===== src/rtl/word_divider_pkg.sv =====
// Shared word-size macros and the divider state encoding.
// Imported by word_divider and word_div_step.
`ifndef WORD_DIVIDER_PKG_MACROS
`define WORD_DIVIDER_PKG_MACROS
`define WordWidth 32
`define WordZero {`WordWidth{1'b0}}
`endif

package word_divider_pkg;

   localparam int WORD_WIDTH = `WordWidth;

   typedef enum logic [1:0] {
      DIV_IDLE = 2'd0,
      DIV_CALC = 2'd1,
      DIV_FIX  = 2'd2
   } div_state_t;

endpackage


===== src/rtl/word_div_step.sv =====
// One radix-2 restoring iteration: shift in the next dividend bit, trial-subtract
// the divisor and keep either the difference or the shifted remainder.
module word_div_step
   import word_divider_pkg::*;
#(
   parameter int WIDTH = `WordWidth
) (
   input  logic [WIDTH-1:0] rem,
   input  logic             next_bit,
   input  logic [WIDTH-1:0] divisor,
   output logic [WIDTH-1:0] rem_next,
   output logic             quo_bit
);

   logic [WIDTH:0]   shifted;
   logic [WIDTH-1:0] diff_lo;
   logic [1:0]       diff_hi;

   // The full remainder is kept in the shifted value so divisors with the MSB
   // set still compare correctly; a non-negative difference always fits WIDTH bits.
   always_comb begin
      shifted            = {rem, next_bit};
      {diff_hi, diff_lo} = {1'b0, shifted} - {2'b00, divisor};
      quo_bit            = (diff_hi == 2'b00);
      rem_next           = quo_bit ? diff_lo : shifted[WIDTH-1:0];
   end

endmodule


===== src/rtl/word_divider.sv =====
// Multi-cycle restoring divider (IDLE/CALC/FIX). Optional signed mode is enabled
// with the macro WORD_DIVIDER_SIGNED_EN, which adds the in_Signed port.
module word_divider
   import word_divider_pkg::*;
#(
   parameter int WIDTH = `WordWidth
) (
   input  logic             clock,
   input  logic             in_nReset,
   input  logic             in_Start,
   input  logic [WIDTH-1:0] in_Dividend,
   input  logic [WIDTH-1:0] in_Divisor,
`ifdef WORD_DIVIDER_SIGNED_EN
   input  logic             in_Signed,
`endif
   output logic             out_Busy,
   output logic             out_Done,
   output logic [WIDTH-1:0] out_Quotient,
   output logic [WIDTH-1:0] out_Remainder,
   output logic             out_Zero,
   output logic             out_Neg,
   output logic             out_Overflow,
   output logic             out_DivZero,
   output div_state_t       out_State
);

   localparam int CNT_W = (WIDTH > 1) ? $clog2(WIDTH) : 1;
   localparam logic [CNT_W-1:0] LAST_ITER = CNT_W'(WIDTH - 1);

   div_state_t       state_q, state_d;
   logic             start_acc, calc_en, fix_en, last_iter, in_dz;
   logic [CNT_W-1:0] cnt_q;
   logic [WIDTH-1:0] dvd_q, dvs_q, rem_q, orig_q;
   logic             dz_q;
   logic [WIDTH-1:0] dvd_mag, dvs_mag, step_rem, q_fix, r_fix;
   logic             step_bit;

   assign in_dz     = (in_Divisor == '0);
   assign last_iter = (cnt_q == LAST_ITER);

`ifdef WORD_DIVIDER_SIGNED_EN
   localparam logic [WIDTH-1:0] MIN_WORD = {1'b1, {(WIDTH-1){1'b0}}};

   logic neg_quo_q, neg_rem_q, ovf_q;

   // Signed operands are iterated as magnitudes; signs are restored in FIX.
   always_comb begin
      dvd_mag = (in_Signed && in_Dividend[WIDTH-1]) ? -in_Dividend : in_Dividend;
      dvs_mag = (in_Signed && in_Divisor[WIDTH-1])  ? -in_Divisor  : in_Divisor;
   end

   always_ff @(posedge clock or negedge in_nReset) begin
      if (!in_nReset) begin
         neg_quo_q <= 1'b0;
         neg_rem_q <= 1'b0;
         ovf_q     <= 1'b0;
      end else if (start_acc) begin
         neg_quo_q <= in_Signed && (in_Dividend[WIDTH-1] ^ in_Divisor[WIDTH-1]);
         neg_rem_q <= in_Signed && in_Dividend[WIDTH-1];
         ovf_q     <= in_Signed && (in_Dividend == MIN_WORD) && (in_Divisor == '1);
      end
   end
`else
   assign dvd_mag = in_Dividend;
   assign dvs_mag = in_Divisor;
`endif

   word_div_step #(.WIDTH(WIDTH)) u_step (
      .rem      (rem_q),
      .next_bit (dvd_q[WIDTH-1]),
      .divisor  (dvs_q),
      .rem_next (step_rem),
      .quo_bit  (step_bit)
   );

   always_ff @(posedge clock or negedge in_nReset) begin
      if (!in_nReset) state_q <= DIV_IDLE;
      else            state_q <= state_d;
   end

   always_comb begin
      state_d = state_q;
      case (state_q)
         DIV_IDLE: if (in_Start) state_d = in_dz ? DIV_FIX : DIV_CALC;
         DIV_CALC: if (last_iter) state_d = DIV_FIX;
         DIV_FIX:  state_d = DIV_IDLE;
         default:  state_d = DIV_IDLE;
      endcase
   end

   always_comb begin
      out_Busy  = (state_q != DIV_IDLE);
      start_acc = (state_q == DIV_IDLE) && in_Start;
      calc_en   = (state_q == DIV_CALC);
      fix_en    = (state_q == DIV_FIX);
      out_State = state_q;
   end

   // The dividend register doubles as the quotient: each shift frees the LSB
   // for the freshly produced quotient bit.
   always_ff @(posedge clock or negedge in_nReset) begin
      if (!in_nReset) begin
         cnt_q  <= '0;
         dvd_q  <= '0;
         dvs_q  <= '0;
         rem_q  <= '0;
         orig_q <= '0;
         dz_q   <= 1'b0;
      end else if (start_acc) begin
         cnt_q  <= '0;
         dvd_q  <= dvd_mag;
         dvs_q  <= dvs_mag;
         rem_q  <= '0;
         orig_q <= in_Dividend;
         dz_q   <= in_dz;
      end else if (calc_en) begin
         cnt_q  <= cnt_q + CNT_W'(1);
         dvd_q  <= {dvd_q[WIDTH-2:0], step_bit};
         rem_q  <= step_rem;
      end
   end

   always_comb begin
      q_fix = dvd_q;
      r_fix = rem_q;
`ifdef WORD_DIVIDER_SIGNED_EN
      if (neg_quo_q) q_fix = -dvd_q;
      if (neg_rem_q) r_fix = -rem_q;
`endif
      if (dz_q) begin
         q_fix = '1;
         r_fix = orig_q;
      end
   end

   always_ff @(posedge clock or negedge in_nReset) begin
      if (!in_nReset) begin
         out_Done      <= 1'b0;
         out_Quotient  <= '0;
         out_Remainder <= '0;
         out_Zero      <= 1'b0;
         out_Neg       <= 1'b0;
         out_DivZero   <= 1'b0;
      end else begin
         out_Done <= fix_en;
         if (fix_en) begin
            out_Quotient  <= q_fix;
            out_Remainder <= r_fix;
            out_Zero      <= (q_fix == '0);
            out_Neg       <= q_fix[WIDTH-1];
            out_DivZero   <= dz_q;
         end
      end
   end

`ifdef WORD_DIVIDER_SIGNED_EN
   always_ff @(posedge clock or negedge in_nReset) begin
      if (!in_nReset)  out_Overflow <= 1'b0;
      else if (fix_en) out_Overflow <= ovf_q;
   end
`else
   assign out_Overflow = 1'b0;
`endif

endmodule


===== config.mk =====
export PLATFORM = sky130hd
export DESIGN_NAME = word_divider
export DESIGN_NICKNAME = d
export VERILOG_FILES = /design/src/rtl/word_divider_pkg.sv /design/src/rtl/word_div_step.sv /design/src/rtl/word_divider.sv
export SDC_FILE = /design/constraint.sdc
export NUM_CORES = 1
export LEC_CHECK = 0
export ABC_AREA = 1
export CAP_MARGIN = 10
export CELL_PAD_IN_SITES_DETAIL_PLACEMENT = 1
export CELL_PAD_IN_SITES_GLOBAL_PLACEMENT = 1
export CORE_UTILIZATION = 41
export DETAILED_ROUTE_END_ITERATION = 7
export GPL_TIMING_DRIVEN = 0
export PLACE_DENSITY_LB_ADDON = 0.1
export SLEW_MARGIN = 20
export SYNTH_ARGS = -nofsm -noshare
export SYNTH_HDL_FRONTEND = slang
export SYNTH_HIERARCHICAL = 1
export SYNTH_SLANG_ARGS = --single-unit
export TNS_END_PERCENT = 30

===== constraint.sdc =====
create_clock -name clock -period 2.73 [get_ports clock]
set_input_delay 0.546 -clock clock [delete_from_list [all_inputs] [get_ports clock]]
set_output_delay 0.546 -clock clock [all_outputs]
set_load 0.005 [all_outputs]

==> results of run 1 <==
timing repair:
action | CTS | global route
pin swaps | 1 | 5
endpoints found under the setup margin | 31 | 31
gates cloned | 0 | 2
gates resized for setup | 6 | 16
hold endpoints to repair | 59 | 0
hold buffers | 1 | 0
buffers inserted | 1 | 4
final cells by class:
class | count | share of cell area, %
buffer | 58 | 2.485
clock buffer | 34 | 4.748
clock inverter | 7 | 0.4810
inverter | 208 | 5.559
multi-input combinational | 1107 | 36.63
sequential | 203 | 36.17
tap | 341 | 3.038
timing repair buffer | 147 | 10.89
how the worst max path moves through the flow:
stage	to	slack, ns	from
detailed placement	dvd_q[0]	-0.17	dvd_q[31]
finish	dvd_q[0]	0.11	dvd_q[31]
floorplan	rem_q[30]	0.49	dvd_q[31]
global route	rem_q[17]	-0.01	rem_q[17]
CTS	dvd_q[0]	0.02	dvd_q[31]
global placement	dvs_q[24]	-7.35	in_nReset
per-stage QoR:
stage / power (mW) / instance area [sq um] / setup slack, ns
2_1_floorplan: 11.65 / 11280 / 0.4933
6_report: 18.51 / 14050 / 0.1094
3_5_place_dp: 15.18 / 13140 / -0.1685
5_1_grt: 20.19 / 14050 / -0.01295
3_3_place_gp: 14.79 / 13080 / -7.352
4_1_cts: 18.38 / 13910 / 0.02063
registers in the layout (all words and copies together), names as in the netlist:
name,cells
dz_q,1
out_DivZero,1
out_Remainder,32
out_Zero,1
out_Done,1
out_Quotient,32
dvs_q,32
rem_q,32
orig_q,32
dvd_q,32
cnt_q,5
out_State,2
cells in the final DEF, fill, tap and decap left out, types with 3 or more instances in the layout:
| cell type | count |
|---|---|
| a21oi_1 | 45 |
| a31oi_1 | 7 |
| and2_1 | 7 |
| buf_2 | 26 |
| buf_4 | 21 |
| buf_8 | 3 |
| clkbuf_1 | 17 |
| clkbuf_16 | 25 |
| clkbuf_8 | 5 |
| clkdlybuf4s50_1 | 136 |
| clkinv_2 | 4 |
| dfrtp_1 | 202 |
| ha_1 | 30 |
| ha_2 | 4 |
| inv_1 | 198 |
| inv_2 | 10 |
| nand2_1 | 648 |
| nand2_2 | 18 |
| nand2_4 | 4 |
| nand3_1 | 57 |
| nand3_2 | 3 |
| nand4_1 | 5 |
| nor2_1 | 140 |
| nor3_1 | 10 |
| o21ai_0 | 36 |
| o21ai_1 | 31 |
| o221ai_1 | 31 |
| xor2_1 | 14 |
per-layer routing:
layer	part of all wire, %	wire length (um)	GRT usage [%]	vias up
li1	-	-	-	5224
met4	1.8	608	5.544	0
met2	49	16830	44.37	172
met1	46	15630	32.17	5026
met3	3.2	1080	2.727	40
met5	0	0	0	-
cells by family after synthesis:
| logic type | after synthesis |
|---|---|
| DFF | 203 |
| adders and majority gates | 35 |
| buffers and inverters | 266 |
| AOI/OAI and AO/OA | 158 |
| and+or+nand+nor | 898 |
| xor gates and xnor gates | 15 |
| other | 1 |
worst max-delay path: stages (launching register included):
cell      delay [ns]
dfrtp_2         0.45
inv_1           0.07
ha_2            0.18
inv_2           0.06
fa_2            0.37
nand2_2         0.07
nand2_2         0.08
nand3_2         0.11
nand2_4         0.07
nand2_2         0.09
nand2_4         0.08
nand2_4         0.09
nand2_1         0.06
nand2_2         0.08
nand2_4         0.10
nand2_8         0.15
buf_12          0.13
inv_1           0.04
nand3_1         0.12
o211ai_1        0.10
power groups by stage:
stage	Sequential, mW	Clock (mW)	Combinational (mW)
after floorplan	5.06	0	6.59
after global placement	5.28	0	9.50
after detailed placement	5.32	0	9.85
after CTS	5.29	3.09	10.0
after global routing	5.46	3.21	11.5
final	5.29	3.02	10.2
==> impl_results.md, run 1 <==
* Run status: completed
* # rows at 60
* Post-DP HPWL at 27080 um
* Adder-cell share of the synthesized area at under 10%
* Largest net degree at the start of global routing at 82
* Synth warn at 6
* Number of flops mapped to enable cells by yosys at 0
* Worst Setup Start Kind: register
* Clk root buf: clkbuf_16
* R2R Path End: dvd_q[0]
* Hold Crit Depth at 2
* Worst Hold Path EP: dvs_q[5]
* Core Footprint at 26950 sq um
* Global route total overflow at 0
* Pins Over Slew Limit at 0
* Full die area at roughly 28000 sq um
* Max Fclk at 0.3816 GHz
* Area used by multi-input combinational logic at 5145 sq um
* Synth Area in Simple Gates at a little under a third
* Worst R2R Start: dvd_q[31]
* Yosys reg bits at 203
* Synth Area in Compound Gates at 8.308%
* GR Util All Layers at 24.80%
* Power share of the combinational group at 55.1%
* Syn Nets at 1678
* Vias in the first global route at 10935
* Synth unique cells at 36
* Commonest cells post-synth: nand2_1 (653), dfrtp_1 (203), inv_1 (199)
* Final nets at approximately 1900
* P_leak at 7.535 nW
* # H-tree levels at 1
* P_sw at 8.317 mW
* Worst rel slew slack at 61.21%
* CTS tree: built
* Post-Synth XOR/XNOR Area at under 10%
* Routed wire per std cell at 16.22 um
* Via count at about 10000
* Antenna diodes at 0
* Area leader, netlist: dfrtp_1
* Synth Cell Area at 11280 sq um
* Count leader, synth: nand2_1
* CTS Sinks at ~200
* Drt drc at 0
* Worst Path Arrival at 3.01 ns
* Routed Antenna Nets at 0
* Register area at 5081 sq um
* Sequential Power Share at 28.6%
* Synth async-reset ratio at 100.0%
* HP Start: dvs_q[5]
* Maximum clock path buffer count at 3
* WS Path Type: register to register
* Maximum fanout along the worst path at 8
* Worst slew pin tran at 0.5819 ns
* Fillers at 3416
* Max VDD drop at 0.5779 mV
* Antenna violations before repair at 0
* Multiplexer share of the synthesized area at 0%
* P_int at 10.19 mW
* Leading post-synthesis cells by cell area: dfrtp_1 (45%), nand2_1 (22%), inv_1 (6.6%), nor2_1 (4.7%), ha_1 (3.8%)
* Final setup viols at 0
* Clk Latency, worst-skew pair at just over 0.5 ns
* Placed Instances at just over 2000
* Post-route minimum period at roughly 2.6 ns
* Combinational family with the most area after synthesis: simple AND/OR/NAND/NOR gates
* CP Data Required Time at 3.12 ns
* Switch share at 44.93%
* First-pass GRT wire length at 55880 um
* Sequential cell area fraction in the yosys report at 45.04%
* R2r setup slk at 0.11 ns
* Post-layout util at 52.12%
* Synth top area share at a little under half
* Fin crit share at 95.99%
* Die extent in x at between 150 and 200 um
* Iteration-0 DRC Markers at 468
* Clock Skew at between 0.015 and 0.02 ns
* Share of layout cells above drive strength 1 at 7.823%
* Clk slew on worst S/H paths at approximately 0.06 ns
* Port Buffer Count at ~140
* Ports at about 140
* Synth Flop Type: dfrtp_1
* Path depth of the worst reg2reg path at 19
* Pwr Density at about 1300 nW/um^2
* Final hold violations at 0
* Non-filler cells, final at 2105
* Clock Power Share at 16.3%
* Initial core utilization at 41.85%
* Cells after synthesis at 1576
* Critical path capture point type: register
* Area growth syn-to-layout at 24.53%
* Drt pass-1 iters at 4
* Cts bufs inserted at 23
* Via-to-Cell Ratio at 4.970
* Path category of the worst min-delay check: register to register
* Max cap viols at 0
* Synth Area per Inst at 7.157 sq um
* Chip height at 167.9 um
* RePlAce Congestion at about 0.87
* Fin Hold WS at 0.4752 ns
* Setup TNS at 0 ns
* Final WL at around 34000 um
Power figures use the tool's default switching activity.
==> run 2: changes to the inputs <==
--- a/config.mk
+++ b/config.mk
@@ -9,8 +9,9 @@
 export CAP_MARGIN = 10
 export CELL_PAD_IN_SITES_DETAIL_PLACEMENT = 1
 export CELL_PAD_IN_SITES_GLOBAL_PLACEMENT = 1
-export CORE_UTILIZATION = 41
+export CORE_UTILIZATION = 47
 export DETAILED_ROUTE_END_ITERATION = 7
+export DONT_BUFFER_PORTS = 1
 export GPL_TIMING_DRIVEN = 0
 export PLACE_DENSITY_LB_ADDON = 0.1
 export SLEW_MARGIN = 20
==> run 2 against run 1 <==
Effect of this change: the run now ends with hold timing left; largest cell class unchanged; largest power group unchanged; critical path type unchanged; register-to-register slack hardly changed; die area fell by 13%; utilization increased by 2.5 points.
==> impl_results.md, run 2 (synthesis results as in run 1) <==
* Run status: finished, violations left
* Failing checks: hold timing
* Via-to-Cell Ratio at 5.175 (+4.1%)
* Port Buffer Count at 0 (-100%)
* Antenna diodes at 0 (unchanged)
* Fin Hold WS at -0.2835 ns (-0.7587 ns)
* Clk Latency, worst-skew pair at 0.52 ns (about the same)
* Setup TNS at 0 ns (unchanged)
* Drt drc at 0 (unchanged)
* Clk slew on worst S/H paths at 0.06 ns (about the same)
* Via count at 10101 (-3.5%)
* Worst slew pin tran at 0.5961 ns (+0.01422 ns)
* Post-route minimum period at 2.635 ns (+0.01460 ns)
* Chip height at 156.9 um (-6.5%)
* Routed Antenna Nets at 0 (unchanged)
* Pwr Density at 1417 nW/um^2 (+7.5%)
* Vias in the first global route at 10523 (-3.8%)
* Core Footprint at 23470 sq um (-13%)
* Worst Path Arrival at 3.03 ns (+0.02 ns)
* Share of layout cells above drive strength 1 at 9.737% (+1.9 points)
* RePlAce Congestion at 0.8908 (+2.3%)
* Commonest non-fill, non-tap cell in the layout: nand2_1
* Cts bufs inserted at 24 (+4.3%)
* Clk root buf: clkbuf_16
* Path category of the worst min-delay check: primary input to async pin
* Full die area at 24620 sq um (-13%)
* Delay of the slowest critical-path stage at 0.47 ns (+0.02 ns)
* # rows at 56 (-6.7%)
* Critical path capture point type: register
* GR Util All Layers at 28.46% (+3.7 points)
* Pwr Total at 18.18 mW (-1.8%)
* Worst rel slew slack at 60.26% (-0.95 points)
* Ports at 139 (unchanged)
* CTS tree: built
* Largest net degree at the start of global routing at 204 (+150%)
* Final setup viols at 0 (unchanged)
* Pins Over Slew Limit at 0 (unchanged)
* Antenna violations before repair at 0 (unchanged)
* Clock Skew at 0.01937 ns (+0.003044 ns)
* Iteration-0 DRC Markers at 623 (+33%)
* First-pass GRT wire length at 54750 um (-2.0%)
* Maximum fanout along the worst path at 4 (-4)
* Fin crit share at 96.53% (+0.53 points)
* Drt pass-1 iters at 5 (+1)
* CP Data Required Time at 3.12 ns (about the same)
* Final WL at 34540 um (+1.2%)
* WS Path Type: register to register
* Final hold violations at 203 (+203)
* Max cap viols at 0 (unchanged)
* P_leak at 7.044 nW (-6.5%)
* Worst path slowest cell: dfrtp_1
* Commonest non-fill, non-tap cells in the layout: nand2_1 (648), dfrtp_1 (202), inv_1 (197), nor2_1 (139), nand3_1 (56)
* Placed inst area at 11680 sq um (-11%)
* Routed wire per std cell at 17.69 um (+9.1%)
* Global route total overflow at 0 (unchanged)
* Max Fclk at 0.3795 GHz (-0.55%)
* Post-DP HPWL at 25340 um (-6.4%)
* # H-tree levels at 1 (unchanged)
* Max VDD drop at 0.5558 mV (-3.8%)
* CTS Sinks at 203 (unchanged)
* Final nets at 1717 (-7.2%)
* Design area at 12830 sq um (-8.7%)
* Most used cell, CP: nand2_1
* Post-layout util at 54.65% (+2.5 points)
* Maximum clock path buffer count at 3 (unchanged)
* CP Cell Sequence: ha_1 -> nand2_1 -> inv_1 -> nand2_1 -> nand2_1 -> a21oi_1 -> nand2_4 -> nand2_4 -> nand3_2 -> nand2_4 -> nand2_8 -> buf_6 -> buf_4 -> nand2_1 -> nand2_1 -> nand2_1 -> nand2_1
* Die extent in x at 156.9 um (-6.5%)
* Initial core utilization at 48.05% (+6.2 points)
* Area growth syn-to-layout at 13.73%
* Worst Setup Start Kind: register
[run 2: layout make-up]
type	count	area, sq um
well taps	319	399.1
multi-input cells	1107	5293
inverters	208	780.7
fillers	3004	10640
flip-flops and latches	203	5081
clock buffers	35	713.2
repair buffers	13	143.9
clock inverters	9	76.32
plain buffers	58	341.6
[run 2: routing by layer]
| layer | share of wire (%) | wire, um | track usage, % | up-vias |
|---|---|---|---|---|
| met2 | 49 | 17080 | 50.31 | 217 |
| met5 | 0 | 0 | 0 | - |
| li1 | - | - | - | 4948 |
| met4 | 2.4 | 846 | 7.843 | 0 |
| met3 | 5.1 | 1769 | 4.350 | 56 |
| met1 | 43 | 14840 | 35.96 | 4880 |
[run 2: critical path: cells and delay by family (launching register included)]
| kind | cells | cell delay, ns |
|---|---|---|
| buffers and inverters | 3 | 0.33 |
| AND/OR/NAND/NOR | 12 | 1.11 |
| AO/OA/AOI/OAI | 1 | 0.22 |
| flip-flops | 1 | 0.47 |
| adder cells (fa/ha/maj) | 1 | 0.41 |
[run 2: worst paths after layout]
path                               start              end  slack [ns]  cells after the start
min in group clock         in_Divisor[1]         dvs_q[1]        0.13                      2
max                            rem_q[14]        rem_q[31]        0.09                     17
max reg2reg                    rem_q[14]        rem_q[31]        0.09                     17
min                            in_nReset  out_Quotient[2]       -0.28                      0
max in group asynchronous      in_nReset        dvs_q[20]        2.76                      0
min reg2reg                    dvs_q[25]        dvs_q[25]        0.48                      2
[run 2: metrics by stage]
stage                     setup slack [ns]  cells
final                              0.09483   1952
after global routing              -0.06623   1952
after CTS                         0.007234   1940
after detailed placement           -0.1425   1895
after global placement             -0.1178   1895
after floorplan                     0.4933   1576
[run 2: repair_timing]
item	CTS	global route
endpoints found under the setup margin	32	32
setup buffers	1	9
pin swaps	1	6
cloned	0	3
hold endpoints to repair	203	203
gates resized for setup	6	42
[run 2: report_power, final]
group	internal (mW)	switching [mW]
clock	1.90	1.27
sequential	4.37	1.11
combinational	3.46	6.07
==> RTL change (settings of run 1) <==
Register the input `in_Start` before use. The logic sees it one clock later. The other inputs are not delayed to match.
--- a/src/rtl/word_divider.sv
+++ b/src/rtl/word_divider.sv
@@ -26,6 +26,12 @@
 
    localparam int CNT_W = (WIDTH > 1) ? $clog2(WIDTH) : 1;
    localparam logic [CNT_W-1:0] LAST_ITER = CNT_W'(WIDTH - 1);
+
+   logic in_Start_q;
+
+   always_ff @(posedge clock) begin
+      in_Start_q <= in_Start;
+   end
 
    div_state_t       state_q, state_d;
    logic             start_acc, calc_en, fix_en, last_iter, in_dz;
@@ -81,7 +87,7 @@
    always_comb begin
       state_d = state_q;
       case (state_q)
-         DIV_IDLE: if (in_Start) state_d = in_dz ? DIV_FIX : DIV_CALC;
+         DIV_IDLE: if (in_Start_q) state_d = in_dz ? DIV_FIX : DIV_CALC;
          DIV_CALC: if (last_iter) state_d = DIV_FIX;
          DIV_FIX:  state_d = DIV_IDLE;
          default:  state_d = DIV_IDLE;
@@ -90,7 +96,7 @@
 
    always_comb begin
       out_Busy  = (state_q != DIV_IDLE);
-      start_acc = (state_q == DIV_IDLE) && in_Start;
+      start_acc = (state_q == DIV_IDLE) && in_Start_q;
       calc_en   = (state_q == DIV_CALC);
       fix_en    = (state_q == DIV_FIX);
       out_State = state_q;
Function: changed (a bounded check fails within 4 cycles, from zero or initial values and one cycle with in_nReset low).
==> RTL change against run 1 <==
Design area is 0.14% lower. Die area up 0.11%. Final cell count fell by 0.14%. Setup slack got worse by 0.0048 ns. Sequential cell count up 1. Sequential power decreased by 3%. Area after synthesis increased by 0.11%. Power shrank 18%. Wire length is 2.2% higher. Largest cell class unchanged.
==> RTL change: results <==
{
  "synth_area_leaders": "dfrtp_1 (45%), nand2_1 (22%), inv_1 (6.6%), nor2_1 (4.7%), ha_1 (3.8%)",
  "hold_depth": 2,
  "grt_max_degree": 88,
  "dp_hpwl_um": 27300,
  "placed_area_mm2": 0.0132,
  "power_leakage_nw": 7.48,
  "r2r_start": "dvd_q[31]",
  "synthArstFlopShare_pct": 99.5,
  "track_usage_pct": 25.1,
  "worst_ir_drop_vdd_mv": 0.491,
  "worstHoldEndpoint": "dvs_q[24]",
  "status": "completed",
  "drive_above_1_share_pct": 7.78,
  "routabilityCongestion": 0.871,
  "worst_slew_pin_slew_ns": 0.639,
  "dpl.cell_count": 2057,
  "hold_start": "dvs_q[24]",
  "syn_inst": 1577,
  "arrival_ns": 3.05,
  "syn_nets": 1679,
  "clockRootBuffer": "clkbuf_16",
  "nNetsFinal": 1849,
  "fin_skew_ns": 0.0214,
  "cp_max_fo": 10,
  "clk-insertion-delay-late_ns": 0.55,
  "grt_pass1_vias": 10700,
  "reg2reg_depth": 19,
  "viasPerCell": 4.94,
  "vias": 10400,
  "drt_iter0_drc": 596,
  "slowest_delay_ns": 0.43,
  "ys_seq_area_share_pct": 45.2,
  "slowest_stage": "dfrtp_1",
  "wirelength_um": 34900,
  "yosysUniqueCellTypes": 37,
  "grt_pass1_wl_um": 56300,
  "whs_ns": 0.474
}
[RTL change: cell types whose count changed after synthesis]
| cell | before | now |
|---|---|---|
| dfxtp_1 | 0 | 1 |
| buf_4 | 16 | 13 |
| buf_2 | 26 | 29 |
| clkbuf_1 | 11 | 12 |
| buf_1 | 2 | 1 |
[RTL change: logic make-up after synthesis]
family	count (synthesis)	share of synthesized area, %
flops	204	45.2
simple gates	898	31.6
fa+ha+maj	35	3.94
buf+inv	266	9.83
xor+xnor	15	1.16
other cells	1	0.0332
compound gates	158	8.30
[RTL change: cell type report]
| type | count | area, um^2 |
|---|---|---|
| Fill cell | 3456 | 12900 |
| Multi-Input combinational cell | 1107 | 5170 |
| Sequential cell | 204 | 5100 |
| Timing Repair Buffer | 145 | 1480 |
| Inverter | 208 | 781 |
| Clock buffer | 35 | 691 |
| Tap cell | 341 | 427 |
| Buffer | 58 | 338 |
| Clock inverter | 4 | 40.0 |
[RTL change: stage by stage]
stage / setup slack (ns) / TNS, ns / power, mW
floorplan: 0.493 / 0 / 9.13
global placement: -7.45 / -1510.61 / 11.7
detailed placement: -0.0829 / -1.06 / 12.0
CTS: 0.0314 / 0 / 15.2
global route: -0.0154 / -0.0360 / 16.3
finish: 0.105 / 0 / 15.2
[RTL change: what timing repair did]
item / 4_1_cts / 5_1_grt
hold buffers: 1 / 0
setup buffers: 1 / 4
pin swaps: 0 / 6
resized for setup: 3 / 22
setup endpoints to repair: 30 / 31
endpoints found under the hold margin: 47 / 0
[RTL change: report_power, final]
part	total, mW	internal, mW	switching [mW]
combinational	7.02	2.82	4.20
clock	3.05	1.74	1.30
sequential	5.12	4.31	0.805
total	15.2	8.88	6.31
[RTL change: worst max-delay path by stage]
stage	cells past startpoint	to	start
final	19	dvd_q[0]	dvd_q[31]
after global routing	19	dvd_q[0]	dvd_q[31]
after CTS	19	dvd_q[0]	dvd_q[31]
after detailed placement	19	dvd_q[0]	dvd_q[31]
after global placement	1	dvs_q[24]	in_nReset
after floorplan	19	rem_q[30]	dvd_q[31]
[RTL change: metal layers]
layer / GRT usage, % / vias up / wire length (um)
li1: - / 5222 / -
met1: 32.7 / 4949 / 16000
met2: 45.0 / 166 / 17200
met3: 2.59 / 42 / 1150
met4: 5.46 / 0 / 613
met5: 0 / - / 0
[RTL change: worst register-to-register path: stages, from the launching register on]
cell and delay (ns):
dfrtp_1 0.43, inv_1 0.08, ha_2 0.18, inv_2 0.06, fa_2 0.36, nand2_1 0.08, nand2_2 0.09, nand3_4 0.10
nand2_4 0.08, nand2_4 0.08, nand2_4 0.07, nand2_2 0.10, nand2_1 0.07, nand2_2 0.09, nand2_4 0.10, nand2_8 0.13
buf_12 0.14, inv_1 0.04, nand3_1 0.12, o211ai_1 0.10
